===== src/rtl/ram_arbiter2_pkg.sv =====
// Shared types for the I/D RAM arbiter: requester identity and the read-response tag.
package ram_arbiter2_pkg;

  typedef enum logic {
    OWN_I = 1'b0,
    OWN_D = 1'b1
  } owner_e;

  typedef struct packed {
    logic   vld;
    owner_e own;
  } rsp_tag_t;

endpackage


===== src/rtl/ram_arbiter2_arb2_rr.sv =====
// Two-way picker: round-robin, or D-first with a starvation counter that force-grants I.
module arb2_rr
  import ram_arbiter2_pkg::*;
#(
  parameter int FIXED_PRI = 0,
  parameter int MAX_WAIT  = 7
) (
  input  logic       CLK,
  input  logic       RST_N,
  input  logic [1:0] req,
  input  logic       grant_en,
  output logic [1:0] gnt
);

  localparam logic [7:0] MAX_WAIT_C = 8'(MAX_WAIT);

  owner_e     rr_last_r;
  logic [7:0] wait_cnt_r;

  // Grant selection; bit 0 is I, bit 1 is D
  always_comb begin
    gnt = 2'b00;
    if (!grant_en) begin
      gnt = 2'b00;
    end else begin
      case (req)
        2'b01:   gnt = 2'b01;
        2'b10:   gnt = 2'b10;
        2'b11: begin
          if (FIXED_PRI != 0) begin
            gnt = (wait_cnt_r == MAX_WAIT_C) ? 2'b01 : 2'b10;
          end else begin
            gnt = (rr_last_r == OWN_I) ? 2'b10 : 2'b01;
          end
        end
        default: gnt = 2'b00;
      endcase
    end
  end

  // Arbitration history: last winner and how long I has been kept waiting
  always_ff @(posedge CLK or negedge RST_N) begin
    if (!RST_N) begin
      rr_last_r  <= OWN_I;
      wait_cnt_r <= 8'd0;
    end else begin
      if (gnt != 2'b00) begin
        rr_last_r <= gnt[1] ? OWN_D : OWN_I;
      end
      if (req[0] && !gnt[0]) begin
        if (wait_cnt_r != MAX_WAIT_C) begin
          wait_cnt_r <= wait_cnt_r + 8'd1;
        end
      end else begin
        wait_cnt_r <= 8'd0;
      end
    end
  end

endmodule


===== src/rtl/ram_arbiter2.sv =====
// Shares a single-port RAM between the CPU I and D buses; reads return one cycle after grant.
module ram_arbiter2
  import ram_arbiter2_pkg::*;
#(
  parameter int ADDR_W    = 12,
  parameter int DATA_W    = 32,
  parameter int FIXED_PRI = 0,
  parameter int MAX_WAIT  = 7
) (
  input  logic                CLK,
  input  logic                RST_N,
  input  logic                i_cmd_valid,
  output logic                i_cmd_ready,
  input  logic [ADDR_W-1:0]   i_cmd_addr,
  output logic                i_rsp_valid,
  output logic [DATA_W-1:0]   i_rsp_data,
  input  logic                d_cmd_valid,
  output logic                d_cmd_ready,
  input  logic                d_cmd_we,
  input  logic [ADDR_W-1:0]   d_cmd_addr,
  input  logic [DATA_W-1:0]   d_cmd_wdata,
  input  logic [DATA_W/8-1:0] d_cmd_wmask,
  output logic                d_rsp_valid,
  output logic [DATA_W-1:0]   d_rsp_data,
  output logic [ADDR_W-1:0]   ram_adr,
  output logic [DATA_W-1:0]   ram_d,
  output logic [DATA_W/8-1:0] ram_wem,
  output logic                ram_we,
  output logic                ram_me,
  output logic                ram_oe,
  input  logic [DATA_W-1:0]   ram_q
);

  logic [1:0] req_s;
  logic [1:0] gnt_s;
  rsp_tag_t   tag_r;

  assign req_s = {d_cmd_valid, i_cmd_valid};

  arb2_rr #(
    .FIXED_PRI (FIXED_PRI),
    .MAX_WAIT  (MAX_WAIT)
  ) u_arb (
    .CLK      (CLK),
    .RST_N    (RST_N),
    .req      (req_s),
    .grant_en (1'b1),
    .gnt      (gnt_s)
  );

  assign i_cmd_ready = gnt_s[0];
  assign d_cmd_ready = gnt_s[1];

  // RAM pin drive from the granted command; idle pins go to zero
  always_comb begin
    ram_me  = 1'b0;
    ram_we  = 1'b0;
    ram_adr = '0;
    ram_d   = '0;
    ram_wem = '0;
    if (gnt_s[1]) begin
      ram_me  = 1'b1;
      ram_we  = d_cmd_we;
      ram_adr = d_cmd_addr;
      ram_d   = d_cmd_wdata;
      ram_wem = d_cmd_wmask;
    end else if (gnt_s[0]) begin
      ram_me  = 1'b1;
      ram_adr = i_cmd_addr;
    end else begin
      ram_me  = 1'b0;
    end
  end

  // Tag only reads so writes complete silently at grant
  always_ff @(posedge CLK or negedge RST_N) begin
    if (!RST_N) begin
      tag_r <= '0;
    end else begin
      tag_r.vld <= gnt_s[0] | (gnt_s[1] & ~d_cmd_we);
      tag_r.own <= gnt_s[1] ? OWN_D : OWN_I;
    end
  end

  assign i_rsp_valid = tag_r.vld && (tag_r.own == OWN_I);
  assign d_rsp_valid = tag_r.vld && (tag_r.own == OWN_D);
  assign i_rsp_data  = ram_q;
  assign d_rsp_data  = ram_q;
  assign ram_oe      = 1'b1;

endmodule


===== config.mk =====
export PLATFORM = sky130hd
export DESIGN_NAME = ram_arbiter2
export DESIGN_NICKNAME = d
export VERILOG_FILES = /design/src/rtl/ram_arbiter2_pkg.sv /design/src/rtl/ram_arbiter2_arb2_rr.sv /design/src/rtl/ram_arbiter2.sv
export SDC_FILE = /design/constraint.sdc
export NUM_CORES = 1
export LEC_CHECK = 0
export ABC_AREA = 1
export BUFFER_PORTS_ARGS = -buffer_cell sky130_fd_sc_hd__buf_2
export CAP_MARGIN = 10
export CORE_AREA = 4 4 82 84
export CTS_CLUSTER_SIZE = 24
export DETAILED_ROUTE_END_ITERATION = 16
export DIE_AREA = 0 0 86 88
export PLACE_DENSITY = 0.69
export SLEW_MARGIN = 20
export SYNTH_ARGS = -nofsm -noshare
export SYNTH_HDL_FRONTEND = slang
export SYNTH_HIERARCHICAL = 1
export SYNTH_SLANG_ARGS = --single-unit

===== constraint.sdc =====
create_clock -name CLK -period 0.98 [get_ports CLK]
set_clock_uncertainty 0.05 [all_clocks]
set_input_delay 0.049 -clock CLK [delete_from_list [all_inputs] [get_ports CLK]]
set_output_delay 0.049 -clock CLK [all_outputs]
set_load 0.005 [all_outputs]

# After elaboration in Yosys (flattened, before gate mapping)
# Index checks and enable logic that the tools add are counted.
[totals] inputBits=97 wordCells=23 register_bits=3 output_inout_bits=119
[classes] n_bitwise=4 eq_ne=3 n_mux=10 n_reduce_logical=3
[ops] operator="$mux W32" count=1
[ops] operator="$mux W12" count=2
[ops] operator="$pmux W2 S3" count=1
[ops] operator="$eq A2 B2 Y1 const B" count=2
[ops] operator="$mux W1" count=4
[ops] operator="$mux W4" count=1
[ops] operator="$eq A2 B1 Y1 const B" count=1
[ops] operator="$logic_and A1 B1 Y1" count=2
[ops] operator="$mux W2" count=1
[ops] operator="$not A1 Y1" count=2
[ops] operator="$reduce_bool A2 Y1" count=1
[ops] operator="$and A1 B1 Y1" count=1
[ops] operator="$or A1 B1 Y1" count=1

# Longest topological paths before layout
[depth] word_depth=4 depth_mapped=9

# By module
# Netlist, hierarchy kept.
[modules_own_cells] module="ram_arbiter2" seq_area_each_um2=50.0 instances=1 area_each_um2=1101.1 cells_per_inst=194
[modules_own_cells] module="arb2_rr" seq_area_each_um2=25.0 instances=1 area_each_um2=63.8 cells_per_inst=11

# Worst setup path before layout
# No wires, ideal clock.
[synth_timing] kind="reg2out" startpoint="register u_arb.rr_last_r" endpoint="output port ram_adr[0]" slack_ps=-159 arrival_time_ps=1040 path_stages_with_launch=6 required_ps=881 path_cell_list="dfrtp_1 -> inv_1 -> a21oi_1 -> buf_2 -> nand3_1 -> nand2_1"
[synth_via] elab_chain_len=4
[synth_lines] element="start: declaration" line_no="ram_arbiter2_arb2_rr.sv:17" text="owner_e rr_last_r;"
[synth_lines] element="start signal: assignment" line_no="ram_arbiter2_arb2_rr.sv:48" text="rr_last_r <= gnt[1] ? OWN_D : OWN_I;"
[synth_lines] element="$mux W2" line_no="ram_arbiter2_arb2_rr.sv:33" text="gnt = (rr_last_r == OWN_I) ? 2'b10 : 2'b01;"
[synth_lines] element="$pmux W2 S3" line_no="ram_arbiter2_arb2_rr.sv:26" text="case (req)"
[synth_lines] element="via i_cmd_ready" line_no="ram_arbiter2.sv:13" text="output logic i_cmd_ready,"
[synth_lines] element="$mux W12" line_no="ram_arbiter2.sv:67" text="end else if (gnt_s[0]) begin"
[synth_lines] element="$mux W12" line_no="ram_arbiter2.sv:61" text="if (gnt_s[1]) begin"
[synth_lines] element="end: declaration" line_no="ram_arbiter2.sv:25" text="output logic [ADDR_W-1:0] ram_adr,"
# The timed path passes the listed nets, and every way through them passes these cells.

# Worst setup path in the final report
[layout_timing] startpoint="register u_arb.rr_last_r" endpoint="output port ram_adr[7]"
[layout_via] elab_chain_len=4
[layout_lines] element="$mux W2 (*)" line_no="ram_arbiter2_arb2_rr.sv:33"
[layout_lines] element="$pmux W2 S3 (*)" line_no="ram_arbiter2_arb2_rr.sv:26"
[layout_lines] element="$mux W12" line_no="ram_arbiter2.sv:67"
[layout_lines] element="$mux W12 (*)" line_no="ram_arbiter2.sv:61"
# Mark *: on every way between the ends. The rest lies on a longest branch, timed or not.

==> run summary <==
Share of layout cells above drive strength 1: 0.547
RePlAce Congestion: 0.700
Global routing's busiest layer: met2
ANT nets after route: 0
Inserted Clock Buffers: 3
Largest net degree at the start of global routing: 31
Die Ht: 88 um
Req. time, crit path: 0.88 ns
Post-DR wirelength/cell: 10.3 um
Die X: 86 um
CP arrival: 1.30 ns
Min-Delay Path Class: primary input to output port
TritonRoute pass-1 iters: 3
GR met3 Demand/Resource: 0.0198
First-pass GRT wire length: 5090 um
Area contributors post-synth: buf_4 (44%), nand2_1 (21%), inv_1 (14%)
Yosys top cell area share: 0.438
VDD IR max: 284 uV
TritonCTS clock tree: done
Final wirelength: 3520 um
Number of vias per cell: 3.67
Final Hold Fails: 0
NetSw: 347 uW
Clk slew on worst S/H paths: 0.04 ns
Final worst path period share: 1.43
Met2 Track Usage GR: 0.163
Leakage: 0.00122 uW
Status: finished with violations
Placement Rows: 28
Max-Cap Viols: 0
Cell area after synthesis: 1160 sq um
#FFs+latches synth: 3
Inserted Diodes: 0
Drt initial violations: 31
WHS: 0.0480 ns
Non-filler cells, final: 342
Min Clock Period, post-route: 1.40 ns
Flop pwr share: 0.139
Number of global-route vias before repair: 1199
Combinational power share: 0.508
# IOs: 216
Warnings, synthesis: 6
Dominant cell type by area after synthesis: buf_4
Number of port buffers: 118
Post-synth cell types: 14
Maximum clock rate: 0.713 GHz
Sequential share of the synthesized area: 0.0644
Starting Density: 0.197
Post-CTS Setup Bufs: 0
Total number of vias: 1256
Layout net count: 365
Failing checks: negative setup slack
Power density over the cells: 690 nW/um^2
Crit path launch type: flip-flop
Switching Share: 0.333
TNS Setup: -17.75 ns
Met1 usage: 0.0785
Final HPWL DP: 2990 um
RSZ-0062 raised after global routing: true
Syn Area/Cell: 5.68 sq um
Commonest cells after routing, fill and taps aside: buf_2 (118), nand2_1 (63), inv_1 (38)
Worst-path fanout max: 5
Crit Path Class: flip-flop to output port
Gr ovfl total: 0
DR DRC count: 0
Synth-to-layout area growth: 29.4%
Root Buffer: clkbuf_8
Post-Place Cells: 334
Initial antenna violation count: 0
Commonest non-fill, non-tap cell in the layout: buf_2
Die ar.: 7570 sq um
CTS sink cnt: 3
CTS max path bufs: 2
Crit end category: output port
Slew Viols, Final: 0
CORE AREA: 5920 sq um
Clk pwr share: 0.353
Cells after Synth: 205
All-layer global routing usage: 0.0831
Final setup vio count: 53
Worst-Skew Late Latency: 0.22 ns
Post-route setup slack: -0.422 ns
# H-tree levels: 1
P_int: 694 uW
sequential cells by signal (all words and copies together), names as in the netlist:
name and flops:
tag_r 2, u_arb/rr_last_r 1
cell families after synthesis:
kind of cell | after synthesis | synth area share
other | 1 | 0.00322
AND/OR/NAND/NOR | 82 | 0.286
flip-flops | 3 | 0.0644
AO/OA/AOI/OAI | 2 | 0.00858
buffers and inverters | 117 | 0.638
critical path: stages (launching register included):
cell and delay (ns):
dfrtp_1 0.38, nand2_1 0.07, nand2_2 0.08, inv_6 0.11, inv_4 0.05, buf_4 0.15
nand3_1 0.07, nand2_1 0.05, buf_2 0.12
cell type report:
class | instances | area, sq um
tap | 75 | 93.8
inverter | 44 | 173
multi-input combinational | 87 | 385
sequential | 3 | 75.1
timing repair buffer | 129 | 736
clock buffer | 4 | 45.0
fill | 679 | 4410
power by group through the flow:
stage	combinational (uW)	sequential, uW	clock (uW)
global placement	472	145	0
detailed placement	480	146	0
CTS	499	145	377
floorplan	441	144	0
finish	529	144	368
global route	601	148	388
repair_timing:
action                     in CTS  in global routing
gates resized for setup         6                 11
cloned                          0                  2
setup endpoints to repair      53                 54
hold buffers                    2                  0
hold endpoints to repair        4                  0
metal layers:
layer | wire length (um) | vias to the layer above
li1 | - | 632
met1 | 1100 | 512
met2 | 1820 | 95
met3 | 481 | 17
met4 | 108 | 0
met5 | 0 | -
path summary, 6_finish.rpt:
| path | from | endpoint | slack [ns] | cells past startpoint |
|---|---|---|---|---|
| worst max-delay path | u_arb/rr_last_r | ram_adr[7] | -0.42 | 8 |
| worst min-delay path | ram_q[15] | d_rsp_data[15] | 0.05 | 0 |
| worst max register to register | u_arb/rr_last_r | tag_r[1] | -0.06 | 6 |
| worst min register to register | u_arb/rr_last_r | u_arb/rr_last_r | 0.46 | 2 |
| max in group asynchronous | RST_N | tag_r[0] | 0.64 | 2 |
| min in group asynchronous | RST_N | tag_r[1] | 0.12 | 2 |
synth_stat cells (all sizes together):
master  number
nand3       12
a21oi        1
conb         1
nor2         1
o21ai        1
nand2       69
dfrtp        3
inv         44
buf         73
per-stage QoR:
stage / utilization / total power, uW / worst slack [ns] / cell area, sq um
final: 0.255 / 1040 / -0.422 / 1510
after global routing: 0.255 / 1140 / -0.512 / 1510
after CTS: 0.244 / 1020 / -0.419 / 1440
after detailed placement: 0.229 / 626 / -0.249 / 1360
after global placement: 0.229 / 617 / -0.203 / 1360
after floorplan: - / 585 / -0.103 / 1190
Note: power is estimated with default switching activity, not from simulation.
